### src/rtl/ti83p_keypad_if.sv
// rtl/ti83p_keypad_if.sv - CPU keypad-port bus: group-mask write and column-data read.
interface ti83p_keypad_if;
   logic       grp_we;
   logic [6:0] grp_mask;
   logic [7:0] key_data;
   logic       key_busy;

   modport master (output grp_we, grp_mask, input key_data, key_busy);
   modport slave  (input grp_we, grp_mask, output key_data, key_busy);
endinterface

### src/rtl/ti83p_keypad.sv
// rtl/ti83p_keypad.sv - PS/2 key events to TI-83+ 7x8 keypad matrix and ON key,
// with a settling window after each group-mask write.
module ti83p_keypad #(
   parameter int SETTLE_CYCLES = 8,
   parameter int CNT_W         = 8
) (
   input  logic            clk,
   input  logic            reset,
   input  logic [10:0]     ps2_key,
   ti83p_keypad_if.slave   cpu,
   output logic            on_key,
   output logic            on_edge,
   output logic            any_key
);
   localparam logic [CNT_W-1:0] SETTLE_LD = CNT_W'(SETTLE_CYCLES);
   localparam bit               SETTLE_ON = (SETTLE_CYCLES != 0);

   logic [6:0][7:0] row;
   logic [6:0]      grp;
   logic [CNT_W-1:0] cnt;
   logic [7:0]      data_q;
   logic            busy_q;
   logic            primed;
   logic            prev_toggle;

   logic            key_event;
   logic            settling;
   logic [7:0]      sel_or;
   logic [6:0]      map;      // {hit, group, column}
   logic            hit_on;

   assign cpu.key_data = data_q;
   assign cpu.key_busy = busy_q;

   assign key_event = primed && (ps2_key[10] != prev_toggle);
   assign settling  = (cpu.grp_we && SETTLE_ON) || (cnt != '0);

   always_comb begin
      map    = 7'd0;
      hit_on = 1'b0;
      case ({ps2_key[8], ps2_key[7:0]})
         9'h172: map = {1'b1, 3'd0, 3'd0};
         9'h16B: map = {1'b1, 3'd0, 3'd1};
         9'h174: map = {1'b1, 3'd0, 3'd2};
         9'h175: map = {1'b1, 3'd0, 3'd3};
         9'h05A, 9'h15A: map = {1'b1, 3'd1, 3'd0};
         9'h079: map = {1'b1, 3'd1, 3'd1};
         9'h07B: map = {1'b1, 3'd1, 3'd2};
         9'h07C: map = {1'b1, 3'd1, 3'd3};
         9'h14A: map = {1'b1, 3'd1, 3'd4};
         9'h00E: map = {1'b1, 3'd1, 3'd5};
         9'h076: map = {1'b1, 3'd1, 3'd6};
         9'h04E: map = {1'b1, 3'd2, 3'd0};
         9'h026: map = {1'b1, 3'd2, 3'd1};
         9'h036: map = {1'b1, 3'd2, 3'd2};
         9'h046: map = {1'b1, 3'd2, 3'd3};
         9'h049: map = {1'b1, 3'd3, 3'd0};
         9'h01E: map = {1'b1, 3'd3, 3'd1};
         9'h02E: map = {1'b1, 3'd3, 3'd2};
         9'h03E: map = {1'b1, 3'd3, 3'd3};
         9'h045: map = {1'b1, 3'd4, 3'd0};
         9'h016: map = {1'b1, 3'd4, 3'd1};
         9'h025: map = {1'b1, 3'd4, 3'd2};
         9'h03D: map = {1'b1, 3'd4, 3'd3};
         9'h041: map = {1'b1, 3'd4, 3'd4};
         9'h014: map = {1'b1, 3'd5, 3'd7};
         9'h005: map = {1'b1, 3'd6, 3'd4};
         9'h006: map = {1'b1, 3'd6, 3'd3};
         9'h004: map = {1'b1, 3'd6, 3'd2};
         9'h00C: map = {1'b1, 3'd6, 3'd1};
         9'h003: map = {1'b1, 3'd6, 3'd0};
         9'h012: map = {1'b1, 3'd6, 3'd5};
         9'h066: map = {1'b1, 3'd6, 3'd7};
         9'h007: hit_on = 1'b1;
         default: map = 7'd0;
      endcase
   end

   // Active-low read: a column reads 0 if any selected group has that key down.
   always_comb begin
      sel_or = 8'h00;
      for (int g = 0; g < 7; g++) begin
         if (!grp[g]) sel_or = sel_or | row[g];
      end
   end

   always_ff @(posedge clk or posedge reset) begin
      if (reset) begin
         row         <= '0;
         grp         <= 7'h7F;
         cnt         <= '0;
         data_q      <= 8'hFF;
         busy_q      <= 1'b0;
         on_key      <= 1'b0;
         on_edge     <= 1'b0;
         any_key     <= 1'b0;
         primed      <= 1'b0;
         prev_toggle <= 1'b0;
      end else begin
         on_edge <= 1'b0;
         // The toggle level seen at start-up is a baseline, not a key event.
         if (!primed) begin
            primed      <= 1'b1;
            prev_toggle <= ps2_key[10];
         end else if (key_event) begin
            prev_toggle <= ps2_key[10];
            if (hit_on) begin
               on_edge <= ps2_key[9] && !on_key;
               on_key  <= ps2_key[9];
            end else if (map[6]) begin
               row[map[5:3]][map[2:0]] <= ps2_key[9];
            end
         end
         any_key <= |row;
         if (cpu.grp_we) begin
            grp <= cpu.grp_mask;
            cnt <= SETTLE_LD;
         end else if (cnt != '0) begin
            cnt <= cnt - CNT_W'(1);
         end
         busy_q <= settling;
         data_q <= settling ? 8'hFF : ~sel_or;
      end
   end
endmodule

### src/flat_wrapper.sv
// flat-port wrapper written by rule: the top's interface ports become plain ports
module ti83p_keypad_flat 
#(
   parameter int SETTLE_CYCLES = 8,
   parameter int CNT_W         = 8
)
  (clk, reset, ps2_key, on_key, on_edge, any_key, cpu_grp_we, cpu_grp_mask, cpu_key_data, cpu_key_busy);
  ti83p_keypad_if cpu_i ();
  input  logic clk;
  input  logic reset;
  input  logic [10:0] ps2_key;
  output logic on_key;
  output logic on_edge;
  output logic any_key;
  input wire logic [$bits(cpu_i.grp_we)-1:0] cpu_grp_we;
  input wire logic [$bits(cpu_i.grp_mask)-1:0] cpu_grp_mask;
  output wire logic [$bits(cpu_i.key_data)-1:0] cpu_key_data;
  output wire logic [$bits(cpu_i.key_busy)-1:0] cpu_key_busy;
  assign cpu_i.grp_we = cpu_grp_we;
  assign cpu_i.grp_mask = cpu_grp_mask;
  assign cpu_key_data = cpu_i.key_data;
  assign cpu_key_busy = cpu_i.key_busy;
  ti83p_keypad #(.SETTLE_CYCLES(SETTLE_CYCLES), .CNT_W(CNT_W)) u_core (.clk(clk), .reset(reset), .ps2_key(ps2_key), .cpu(cpu_i), .on_key(on_key), .on_edge(on_edge), .any_key(any_key));
endmodule
### config.mk
export PLATFORM = sky130hd
export DESIGN_NAME = ti83p_keypad_flat
export DESIGN_NICKNAME = d
export VERILOG_FILES = /design/src/rtl/ti83p_keypad_if.sv /design/src/rtl/ti83p_keypad.sv /design/src/flat_wrapper.sv
export SDC_FILE = /design/constraint.sdc
export NUM_CORES = 1
export LEC_CHECK = 0
export CAP_MARGIN = 0
export CORE_MARGIN = 5
export CORE_UTILIZATION = 40
export CTS_BUF_LIST = sky130_fd_sc_hd__clkbuf_4 sky130_fd_sc_hd__clkbuf_8 sky130_fd_sc_hd__clkbuf_16
export DETAILED_ROUTE_END_ITERATION = 10
export PLACE_DENSITY = 0.55
export SLEW_MARGIN = 5
export SYNTH_ARGS = -nofsm -noshare
export SYNTH_HDL_FRONTEND = slang
export SYNTH_SLANG_ARGS = --single-unit
### constraint.sdc
create_clock -name clk -period 3.3 [get_ports clk]
set_input_delay 0.66 -clock clk [delete_from_list [all_inputs] [get_ports clk]]
set_output_delay 0.66 -clock clk [all_outputs]
set_load 0.05 [all_outputs]
# Word level (Yosys, flattened, before mapping)
# Cells that the tools add are included.
# word_totals
latch_bits	0
memories	0
mem_bits_rw	0
inputBits	21
rom_bits	0
regBits	85
# op_classes
n_lt_le_gt_ge	4
n_eq_ne	36
muxes	22
n_shift	0
bitwise_logic	8
div	0
n_mul	0
add_sub_neg	1
n_reduce_logical	12
# ops
cell	n
case mux 7 bit (32 select lines)	1
equality test 9 x 7 -> 1 bit, second input constant	11
two-way mux 8 bit	11
bitwise mux 56 bit	1
OR reduction 56 bit	1
equality test 9 x 6 -> 1 bit, second input constant	6
equality test 9 bit, second input constant	6
OR 8 bit	6
equality test 9 x 3 -> 1 bit, second input constant	4
equality test 9 x 5 -> 1 bit, second input constant	4
demux 8 bit (select 3 bit)	1
equality test 9 x 4 -> 1 bit, second input constant	2
equality test 9 x 2 -> 1 bit, second input constant	1
< comparator 3 x 4 -> 1 bit, second input constant	2
inverter 8 bit	1
nonzero test 8 bit	1
subtractor 8 x 1 -> 8 bit, second input constant	1
two-way mux 1 bit	7
>= comparator 3 x 1 -> 1 bit, second input constant	2
logical AND 1 bit	4
AND reduction 4 bit	1
demux 1 bit (select 3 bit)	1
AND reduction 3 bit	1
!= test 2 bit, second input constant	1
6 further kinds	6

# Longest topological paths before layout
# Gate-level depths: netlist of run 1.
# depth
depth_word	15
ltp_mapped	10

# Worst setup path after synthesis of run 1
# Ideal clock, no wire load.
# synth_path
kind	input-to-reg
from	in ps2_key[5]
to	reg u_core.row[0] (netlist name)
path_buffers	3
setup_ns	0.127
t_required_ns	3.173
slack_ns	0.485
t_arrival_ns	2.687
cell_stages	10
cell_sequence	buf_6 -> and2_4 -> buf_6 -> a32o_1 -> a21oi_2 -> nand4b_2 -> or2_0 -> clkbuf_2 -> or4b_1 -> mux2_1
# synth_between
elab_chain_cells	10
word_cells_on_any_way	50
classes_between	order compare (4); eq/ne (34); mux (7); bitwise (1); reduce/logical (4)
# synth_rtl
element	line	text
start: declaration	flat_wrapper.sv:11	input logic [10:0] ps2_key;
equality test 9 x 7 -> 1 bit / equality test 9 bit (equally long branches)	ti83p_keypad.sv:41	case ({ps2_key[8], ps2_key[7:0]})
OR reduction 2 bit	ti83p_keypad.sv:41	
case mux 7 bit (32 select lines)	ti83p_keypad.sv:41	
< comparator 3 x 4 -> 1 bit (not written as such) / >= comparator 3 x 1 -> 1 bit (equally long branches)	ti83p_keypad.sv:111	row[map[5:3]][map[2:0]] <= ps2_key[9];
logical AND 1 bit (not written as such)	ti83p_keypad.sv:111	
two-way mux 1 bit (not written as such)	ti83p_keypad.sv:111	
demux 1 bit (select 3 bit)	--	
two-way mux 8 bit (not written as such)	ti83p_keypad.sv:111	
demux 8 bit (select 3 bit)	--	
bitwise mux 56 bit	ti83p_keypad.sv:111	
end signal: indexed assignment	ti83p_keypad.sv:111	
end: declaration	ti83p_keypad.sv:18	logic [6:0][7:0] row;
# Parallel ways exist; a longest one is shown, timed or not.
# A chain may end at the register's enable or synchronous reset.

# Final worst setup path of run 1
# layout_path
from	in ps2_key[4]
to	reg u_core.row[0] (netlist name)
# Same word-level chain as after synthesis.

==> flow_metrics.py, run 1 <==
metrics = {
    "status": {
        "outcome": "finished, final reports clean",
    },
    "clocking": {
        "clock-root-buffer": "clkbuf_16",
        "ctsResizeCount": 0,
        "cts_tree": "yes",
        "numCtsBuffers": 9,
        "cts_num_sinks": 85,
        "clkTransAtPathRegs_ns": 0.07,
        "ctsHoldBuffers": 0,
        "cts_setup_buffers": 0,
        "clock_latency_ns": 0.33,
        "htreeDepth": 3,
        "cts_buffer_depth": 2,
    },
    "drt": {
        "via_per_inst": 5.51,
        "postRouteAntennaNets": 0,
        "first_iter_violations": 260,
        "route.detailed.drc": 0,
        "first_pass_iters": 5,
        "wl_mm": 12.5,
        "vias": 3837,
        "wl_per_cell_um": 18.0,
    },
    "floorplanning": {
        "dieWidth_um": 119,
        "ios": 33,
        "rows": 39,
        "initial_core_util": 0.413,
        "fp.dieH_um": 119,
        "die_area_mm2": 0.0142,
        "core_area_mm2": 0.0115,
    },
    "power": {
        "intPower_uw": 1970,
        "ir_worst_vdd_uv": 311,
        "clock_power_share": 0.410,
        "combPwrFrac": 0.153,
        "finalPower_uw": 2690,
        "p_leak_uw": 0.00249,
        "seqPwrFrac": 0.437,
        "p_sw_uw": 724,
        "power_density_mw_per_mm2": 458,
        "switching_share": 0.269,
    },
    "timing": {
        "worst_clock_skew_ns": 0.00721,
        "max_slew_margin": 0.265,
        "max_freq_ghz": 0.316,
        "hold_viol": 0,
        "rsz0062_at_grt": "no",
        "whs_ns": 0.402,
        "worst_slack_ns": 0.135,
        "drv_slew": 0,
        "min_period_ns": 3.16,
        "setup_viol": 0,
        "tightest_slew_ns": 1.10,
        "period_share": 0.959,
    },
    "placement": {
        "pre_cts_slack_ns": -0.168,
        "placed_cells": 680,
        "place_area_mm2": 0.00554,
        "port_buffers": 32,
        "gp_congestion": 0.971,
        "hpwl_mm": 9.37,
    },
    "global_route": {
        "grt_max_degree": 86,
        "gr-usage-all-layers": 0.182,
        "first_global_vias": 3892,
        "gr-total-overflow": 0,
        "grt_pass1_wl_mm": 20.7,
        "antenna_found_initial": 0,
    },
    "yosys": {
        "synth_nets": 513,
        "ys_ff_latch": 85,
        "synthesis.area_mm2": 0.00475,
        "synthArstFlopShare": 1.00,
        "ys.warnings.count": 0,
        "synth_ff_type": "dfrtp_1",
        "synth_enable_flop_cells": 0,
        "synth_cells": 491,
        "synth-seq-area-share": 0.452,
        "synth_cell_types": 75,
        "avgSynthCellArea_um2": 9.68,
    },
    "worst_setup_path": {
        "path_max_fanout": 13,
        "cp-start-kind": "input port",
        "critPathArrivalTime_ns": 3.38,
        "reg2reg_from": "u_core.cnt[0]",
        "end_kind": "flip-flop",
        "reg2reg_to": "u_core.cnt[7]",
        "worstSetupPathType": "in2reg",
        "crit_required_ns": 3.52,
        "reg2reg_slack_ns": 1.03,
        "r2r_cells": 9,
    },
    "final_layout": {
        "regArea_mm2": 0.00215,
        "final_cell_mix": "70 x dfrtp_1, 69 x buf_4, 55 x inv_1, 34 x mux2_2, 32 x clkdlybuf4s50_1",
        "layout.nets": 570,
        "area_growth_pct": 23.6,
        "fill_cells": 1064,
        "multi_input_area_mm2": 0.00211,
        "fin_cells": 696,
        "final_common_cell": "dfrtp_1",
        "num_antenna_cells": 0,
        "fin_area_mm2": 0.00587,
        "drive_gt1_frac": 0.277,
    },
    "hold_path": {
        "min_to": "u_core.row[23]",
        "min_from": "u_core.row[23]",
        "worstHoldPathCells": 0,
        "hold_path.class": "reg2reg",
    },
    "job": {
        "drv_cap": 0,
    },
}
[logic make-up (layout without fill, tap and decap cells)]
family / after synthesis / after routing / synth area share
flops: 85 / 85 / 0.452
mux: 38 / 38 / 0.0901
buf+inv: 114 / 176 / 0.105
xor+xnor: 6 / 6 / 0.0111
other cells: 1 / 1 / 0.000789
compound gates: 80 / 80 / 0.125
fa+ha+maj: 1 / 1 / 0.00263
simple gates: 166 / 166 / 0.214
[cell type report]
| cell class | instances | area share |
|---|---|---|
| flip-flops and latches | 85 | 0.366 |
| multi-input cells | 292 | 0.359 |
| clock buffers | 9 | 0.0384 |
| well taps | 143 | 0.0305 |
| repair buffers | 104 | 0.153 |
| clock inverters | 7 | 0.0175 |
| inverters | 56 | 0.0360 |
[power by group through the flow]
stage | registers [µW] | logic (µW) | clock network [µW]
after floorplan | 1170 | 269 | 0
after global placement | 1190 | 403 | 0
after detailed placement | 1190 | 412 | 0
after CTS | 1180 | 414 | 1130
after global routing | 1190 | 455 | 1170
final | 1180 | 410 | 1100
[metal layers]
metal	routed length [µm]	vias up	GRT usage
met5	0	-	0
met4	80	0	0.0311
met3	533	9	0.0441
met2	5740	110	0.286
met1	6150	1874	0.261
li1	-	1844	-
[critical path, cell delays in order]
cell and delay [ns]:
clkdlybuf4s50_1 0.51, buf_4 0.21, and4b_1 0.23, o21ai_1 0.29, o22ai_1 0.17, a211oi_1 0.34, nand3_1 0.15, or4b_1 0.50
mux2_1 0.32
[cells in the mapped netlist, drive strengths merged (2+ instances only)]
library cell	n	area, µm²
a41o	2	20.0
nor2	26	100
a22oi	2	15.0
nor3b	5	48.8
nand4	17	106
nor2b	18	120
nor4b	3	32.5
and3	2	12.5
dfrtp	70	1750
nand3	15	75.1
o21ai	5	25.0
nand2	21	78.8
clkbuf	38	144
nor4	16	100
o21a	2	15.0
inv	56	210
o2111ai	2	23.8
a32o	2	20.0
xnor2	2	17.5
o22ai	27	169
and2	4	28.8
buf	20	143
nand2b	3	18.8
mux2	38	428
a2111oi	3	32.5
and3b	7	61.3
or2	2	12.5
a31oi	3	18.8
nand4b	5	50.0
nor3	8	56.3
or3	5	31.3
dfstp	15	394
o41ai	8	70.1
a211oi	4	30.0
or4b	2	20.0
xor2	4	35.0
a21oi	11	70.1
[flip-flops by register name (all words and copies together) (netlist names)]
register and flops:
u_core.row 56, u_core.on_key 1, u_core.on_edge 1, u_core.cnt 8, u_core.cpu.key_busy 1, u_core.any_key 1, u_core.cpu.key_data 8, u_core.prev_toggle 1
u_core.grp 7, u_core.primed 1
[metrics by stage]
step | util | setup TNS [ns]
after global routing | 0.510 | 0
after detailed placement | 0.481 | -1.14
final | 0.510 | 0
after global placement | 0.481 | -1.35
after floorplan | - | 0
after CTS | 0.510 | 0
[worst max-delay path by stage]
stage | slack, ns | endpoint | start | cells after the start
3_5_place_dp | -0.17 | u_core.row[0] | ps2_key[4] | 9
4_1_cts | 0.19 | u_core.row[0] | ps2_key[4] | 9
3_3_place_gp | -0.17 | u_core.row[0] | ps2_key[4] | 9
6_report | 0.14 | u_core.row[0] | ps2_key[4] | 9
2_1_floorplan | 0.47 | u_core.any_key | reset | 1
5_1_grt | 0.002 | u_core.row[0] | ps2_key[4] | 9
(Power assumes the default switching activity.)
==> inputs of run 2 (changes only) <==
--- a/config.mk
+++ b/config.mk
@@ -5,8 +5,8 @@
 export SDC_FILE = /design/constraint.sdc
 export NUM_CORES = 1
 export LEC_CHECK = 0
+export ABC_CLOCK_PERIOD_IN_PS = 3300
 export CAP_MARGIN = 0
-export CORE_MARGIN = 5
 export CORE_UTILIZATION = 40
 export CTS_BUF_LIST = sky130_fd_sc_hd__clkbuf_4 sky130_fd_sc_hd__clkbuf_8 sky130_fd_sc_hd__clkbuf_16
 export DETAILED_ROUTE_END_ITERATION = 10
==> flow_metrics.py, run 2 (synthesis results as in run 1) <==
metrics = {
    "timing": {
        "worst_clock_skew_ns": 0.00772,
        "rsz0062_at_grt": "no",
        "hold_viol": 0,
        "setup_viol": 0,
        "max_freq_ghz": 0.314,
        "tightest_slew_ns": 1.07,
        "max_slew_margin": 0.286,
        "period_share": 0.966,
        "whs_ns": 0.403,
        "min_period_ns": 3.19,
        "drv_slew": 0,
    },
    "clocking": {
        "htreeDepth": 3,
        "ctsResizeCount": 0,
        "cts_tree": "yes",
        "clkTransAtPathRegs_ns": 0.06,
        "cts_setup_buffers": 0,
        "clock-root-buffer": "clkbuf_16",
        "clock_latency_ns": 0.34,
        "cts_num_sinks": 85,
        "numCtsBuffers": 9,
        "cts_buffer_depth": 2,
        "ctsHoldBuffers": 0,
    },
    "final_layout": {
        "final_common_cell": "buf_4",
        "area_growth_pct": 24.4,
        "drive_gt1_frac": 0.284,
        "finish.utilization": 0.513,
        "largest_register_ffs": 56,
        "layout.nets": 576,
        "final_cell_mix": "76 x buf_4, 70 x dfrtp_1, 55 x inv_1, 34 x mux2_2, 32 x clkdlybuf4s50_1",
        "regMostFlops": "u_core.row",
        "num_antenna_cells": 0,
    },
    "global_route": {
        "gr-usage-all-layers": 0.225,
        "grt_max_degree": 50,
        "grt_pass1_wl_mm": 21.3,
        "antenna_found_initial": 0,
        "first_global_vias": 3988,
        "gr-total-overflow": 0,
    },
    "worst_setup_path": {
        "r2r_cells": 9,
        "critPathArrivalTime_ns": 3.41,
        "path_max_fanout": 15,
        "crit_required_ns": 3.52,
        "end_kind": "flip-flop",
        "cp-start-kind": "input port",
        "worstSetupPathType": "in2reg",
    },
    "power": {
        "p_leak_uw": 0.00251,
        "ir_worst_vdd_uv": 242,
        "finalPower_uw": 2700,
        "power_density_mw_per_mm2": 457,
    },
    "hold_path": {
        "worstHoldPathCells": 0,
        "hold_path.class": "reg2reg",
    },
    "drt": {
        "vias": 3889,
        "postRouteAntennaNets": 0,
        "wl_met2_mm": 5.71,
        "first_iter_violations": 411,
        "route.detailed.drc": 5,
        "wl_per_cell_um": 18.2,
        "wl_mm": 12.7,
        "wl_met1_mm": 6.11,
        "routed-wl-met3_um": 707,
        "via_per_inst": 5.54,
        "first_pass_iters": 8,
        "highest_layer": "met4",
    },
    "status": {
        "violations": "DRC",
        "outcome": "finished, violations left",
    },
    "floorplanning": {
        "core_area_mm2": 0.0115,
        "initial_core_util": 0.413,
        "dieWidth_um": 111,
        "rows": 39,
        "ios": 33,
        "die_area_mm2": 0.0123,
        "fp.dieH_um": 111,
    },
    "job": {
        "drv_cap": 0,
    },
    "placement": {
        "port_buffers": 32,
        "hpwl_mm": 9.51,
        "gp_congestion": 0.885,
    },
}
[run 2: worst paths after layout]
path,endpoint,slack [ns],from
min reg2reg,u_core.row[7],0.40,u_core.row[7]
min,u_core.row[7],0.40,u_core.row[7]
max reg2reg,u_core.cnt[7],1.06,u_core.cnt[0]
max,u_core.row[0],0.11,ps2_key[4]
min in group asynchronous,u_core.cpu.key_busy,0.70,reset
max in group asynchronous,u_core.cpu.key_data[1],1.87,reset
[run 2: power breakdown]
part	switching [µW]	internal, µW
registers	69.3	1110
logic	225	187
clock network	425	690
[run 2: critical path: stages]
cell and delay, ns:
clkdlybuf4s50_1 0.52, buf_4 0.23, and4b_1 0.23, o21ai_1 0.25
o22ai_1 0.15, a211oi_1 0.38, nand3_1 0.15, or4b_1 0.50
mux2_1 0.33
[run 2: layout make-up]
type / instances / area (µm²)
Fill cell: 1083 / 5610
Tap cell: 143 / 179
Inverter: 56 / 211
Multi-Input combinational cell: 292 / 2110
Timing Repair Buffer: 110 / 931
Clock buffer: 10 / 239
Sequential cell: 85 / 2150
Clock inverter: 6 / 95.1
[run 2: through the flow]
stage	area (µm²)	cells	worst slack [ns]	setup TNS [ns]
global route	5910	702	0.00805	0
detailed placement	5580	686	-0.216	-1.24
floorplan	4750	491	0.471	0
CTS	5910	702	0.148	0
global placement	5580	686	-0.221	-1.80
finish	5910	702	0.113	0
[run 2: metal layers]
metal | vias up | GRT usage
met3 | 19 | 0.0525
met4 | 0 | 0.0712
li1 | 1859 | -
met1 | 1883 | 0.324
met2 | 128 | 0.331
met5 | - | 0
==> inputs of run 3 (changes only) <==
==> constraint.sdc (replaced) <==
create_clock -name clk -period 3.3 [get_ports clk]
set_input_delay 0.495 -clock clk [delete_from_list [all_inputs] [get_ports clk]]
set_output_delay 0.495 -clock clk [all_outputs]
set_load 0.05 [all_outputs]
==> flow_metrics.py, run 3 (synthesis results as in run 1) <==
metrics = {
    "worst_setup_path": {
        "cp-start-kind": "input port",
        "max_stage_delay_ns": 0.53,
        "reg2reg_from": "u_core.cnt[0]",
        "critPathArrivalTime_ns": 3.39,
        "worstSetupPathType": "in2reg",
        "critical_path_buf_inv_count": 2,
        "end_kind": "flip-flop",
        "crit_required_ns": 3.52,
        "crit_path_top_delay_cell": "clkdlybuf4s50_1",
        "crit_family": "compound AO/OA/AOI/OAI gates",
        "crit_chain": "clkdlybuf4s50_1 -> buf_4 -> and2_1 -> a221oi_2 -> o22ai_1 -> a211oi_1 -> nand3_1 -> or4b_1 -> mux2_1",
        "crit_path_start": "ps2_key[0]",
        "path_max_fanout": 6,
    },
    "clocking": {
        "cts_buffer_depth": 2,
        "cts_num_sinks": 85,
        "clock-root-buffer": "clkbuf_16",
        "ctsHoldBuffers": 0,
        "cts_setup_buffers": 0,
        "clock_latency_ns": 0.34,
        "numCtsBuffers": 9,
        "cts_tree": "yes",
        "ctsResizeCount": 0,
        "clkTransAtPathRegs_ns": 0.06,
        "htreeDepth": 3,
    },
    "power": {
        "p_leak_uw": 0.00233,
        "seqPwrFrac": 0.440,
        "ir_worst_vdd_uv": 311,
        "combPwrFrac": 0.144,
        "switching_share": 0.265,
        "clock_power_share": 0.415,
        "power_density_mw_per_mm2": 474,
        "p_sw_uw": 708,
        "intPower_uw": 1960,
        "finalPower_uw": 2670,
    },
    "final_layout": {
        "final_common_cell": "dfrtp_1",
        "fill_cells": 1121,
        "regArea_mm2": 0.00215,
        "num_antenna_cells": 0,
        "regMostFlops": "u_core.row",
        "area_growth_pct": 18.6,
        "multi_input_area_mm2": 0.00211,
        "layout.nets": 538,
        "drive_gt1_frac": 0.232,
        "final_cell_mix": "70 x dfrtp_1, 55 x inv_1, 37 x buf_4, 34 x mux2_2, 32 x clkdlybuf4s50_1",
        "largest_register_ffs": 56,
    },
    "floorplanning": {
        "core_area_mm2": 0.0115,
        "dieWidth_um": 111,
        "fp.dieH_um": 111,
        "initial_core_util": 0.413,
        "rows": 39,
        "ios": 33,
        "die_area_mm2": 0.0123,
    },
    "drt": {
        "vias": 3735,
        "wl_mm": 12.3,
        "postRouteAntennaNets": 0,
        "wl_per_cell_um": 18.5,
        "wl_met2_mm": 5.52,
        "highest_layer": "met4",
        "routed-wl-met3_um": 491,
        "wl_met1_mm": 6.14,
        "via_per_inst": 5.63,
        "first_iter_violations": 277,
        "route.detailed.drc": 4,
        "first_pass_iters": 8,
    },
    "global_route": {
        "grt_max_degree": 52,
        "gr-total-overflow": 0,
        "first_global_vias": 3701,
        "grt_pass1_wl_mm": 20.2,
        "antenna_found_initial": 0,
        "gr-usage-all-layers": 0.211,
    },
    "timing": {
        "finalSetupTns_ns": 0,
        "period_share": 0.962,
        "rsz0062_at_grt": "no",
        "setup_viol": 0,
        "max_slew_margin": 0.276,
        "max_freq_ghz": 0.315,
        "worst_clock_skew_ns": 0.00834,
        "min_period_ns": 3.17,
        "drv_slew": 0,
        "hold_viol": 0,
        "tightest_slew_ns": 1.08,
    },
    "hold_path": {
        "min_from": "u_core.row[7]",
        "hold_path.class": "reg2reg",
    },
    "placement": {
        "hpwl_mm": 8.91,
        "port_buffers": 32,
        "gp_congestion": 0.880,
    },
    "status": {
        "outcome": "finished, violations left",
        "violations": "DRC",
    },
    "job": {
        "drv_cap": 0,
    },
}
==> run 3: per-layer routing <==
metal,GRT usage,vias to the layer above
met4,0.0557,0
met1,0.314,1835
met3,0.0355,9
met5,0,-
li1,-,1781
met2,0.314,110
==> run 3: layout make-up <==
class,instances,share of cell area
well taps,143,0.0317
clock buffers,10,0.0424
inverters,56,0.0375
flip-flops and latches,85,0.381
multi-input cells,292,0.374
clock inverters,6,0.0167
repair buffers,72,0.117
==> run 3: metrics by stage <==
stage               hold slack (ns)  instances  instance area [µm²]  setup slack, ns   util
global route                  0.409        664                 5640           0.0493  0.489
floorplan                     0.443        491                 4750            0.636      -
finish                        0.394        664                 5640            0.127  0.489
CTS                           0.400        664                 5640            0.216  0.489
global placement              0.384        648                 5300           -0.162  0.460
detailed placement            0.387        648                 5300           -0.145  0.460
==> run 3: power by group through the flow <==
stage | Combinational, µW | Clock, µW | Sequential [µW]
floorplan | 269 | 0 | 1170
global placement | 380 | 0 | 1190
detailed placement | 385 | 0 | 1190
CTS | 387 | 1130 | 1180
global route | 429 | 1170 | 1190
finish | 386 | 1110 | 1180
==> run 3: worst reg2reg max path: cells and delay by family (launching register included) <==
family,cells,cell delay (ns)
xor gates and xnor gates,1,0.15
adders and majority gates,1,0.19
buffers and inverters,1,0.06
and+or+nand+nor,6,1.28
DFF,1,0.38
==> run 3: path summary, 6_finish.rpt <==
check,end,slack (ns),depth (start not counted)
min in group asynchronous,u_core.cpu.key_busy,0.53,2
max reg2reg,u_core.cnt[7],1.10,9
max in group asynchronous,u_core.cpu.key_data[1],2.05,3
max,u_core.row[0],0.13,9
min,u_core.row[7],0.39,0
min reg2reg,u_core.row[7],0.39,0
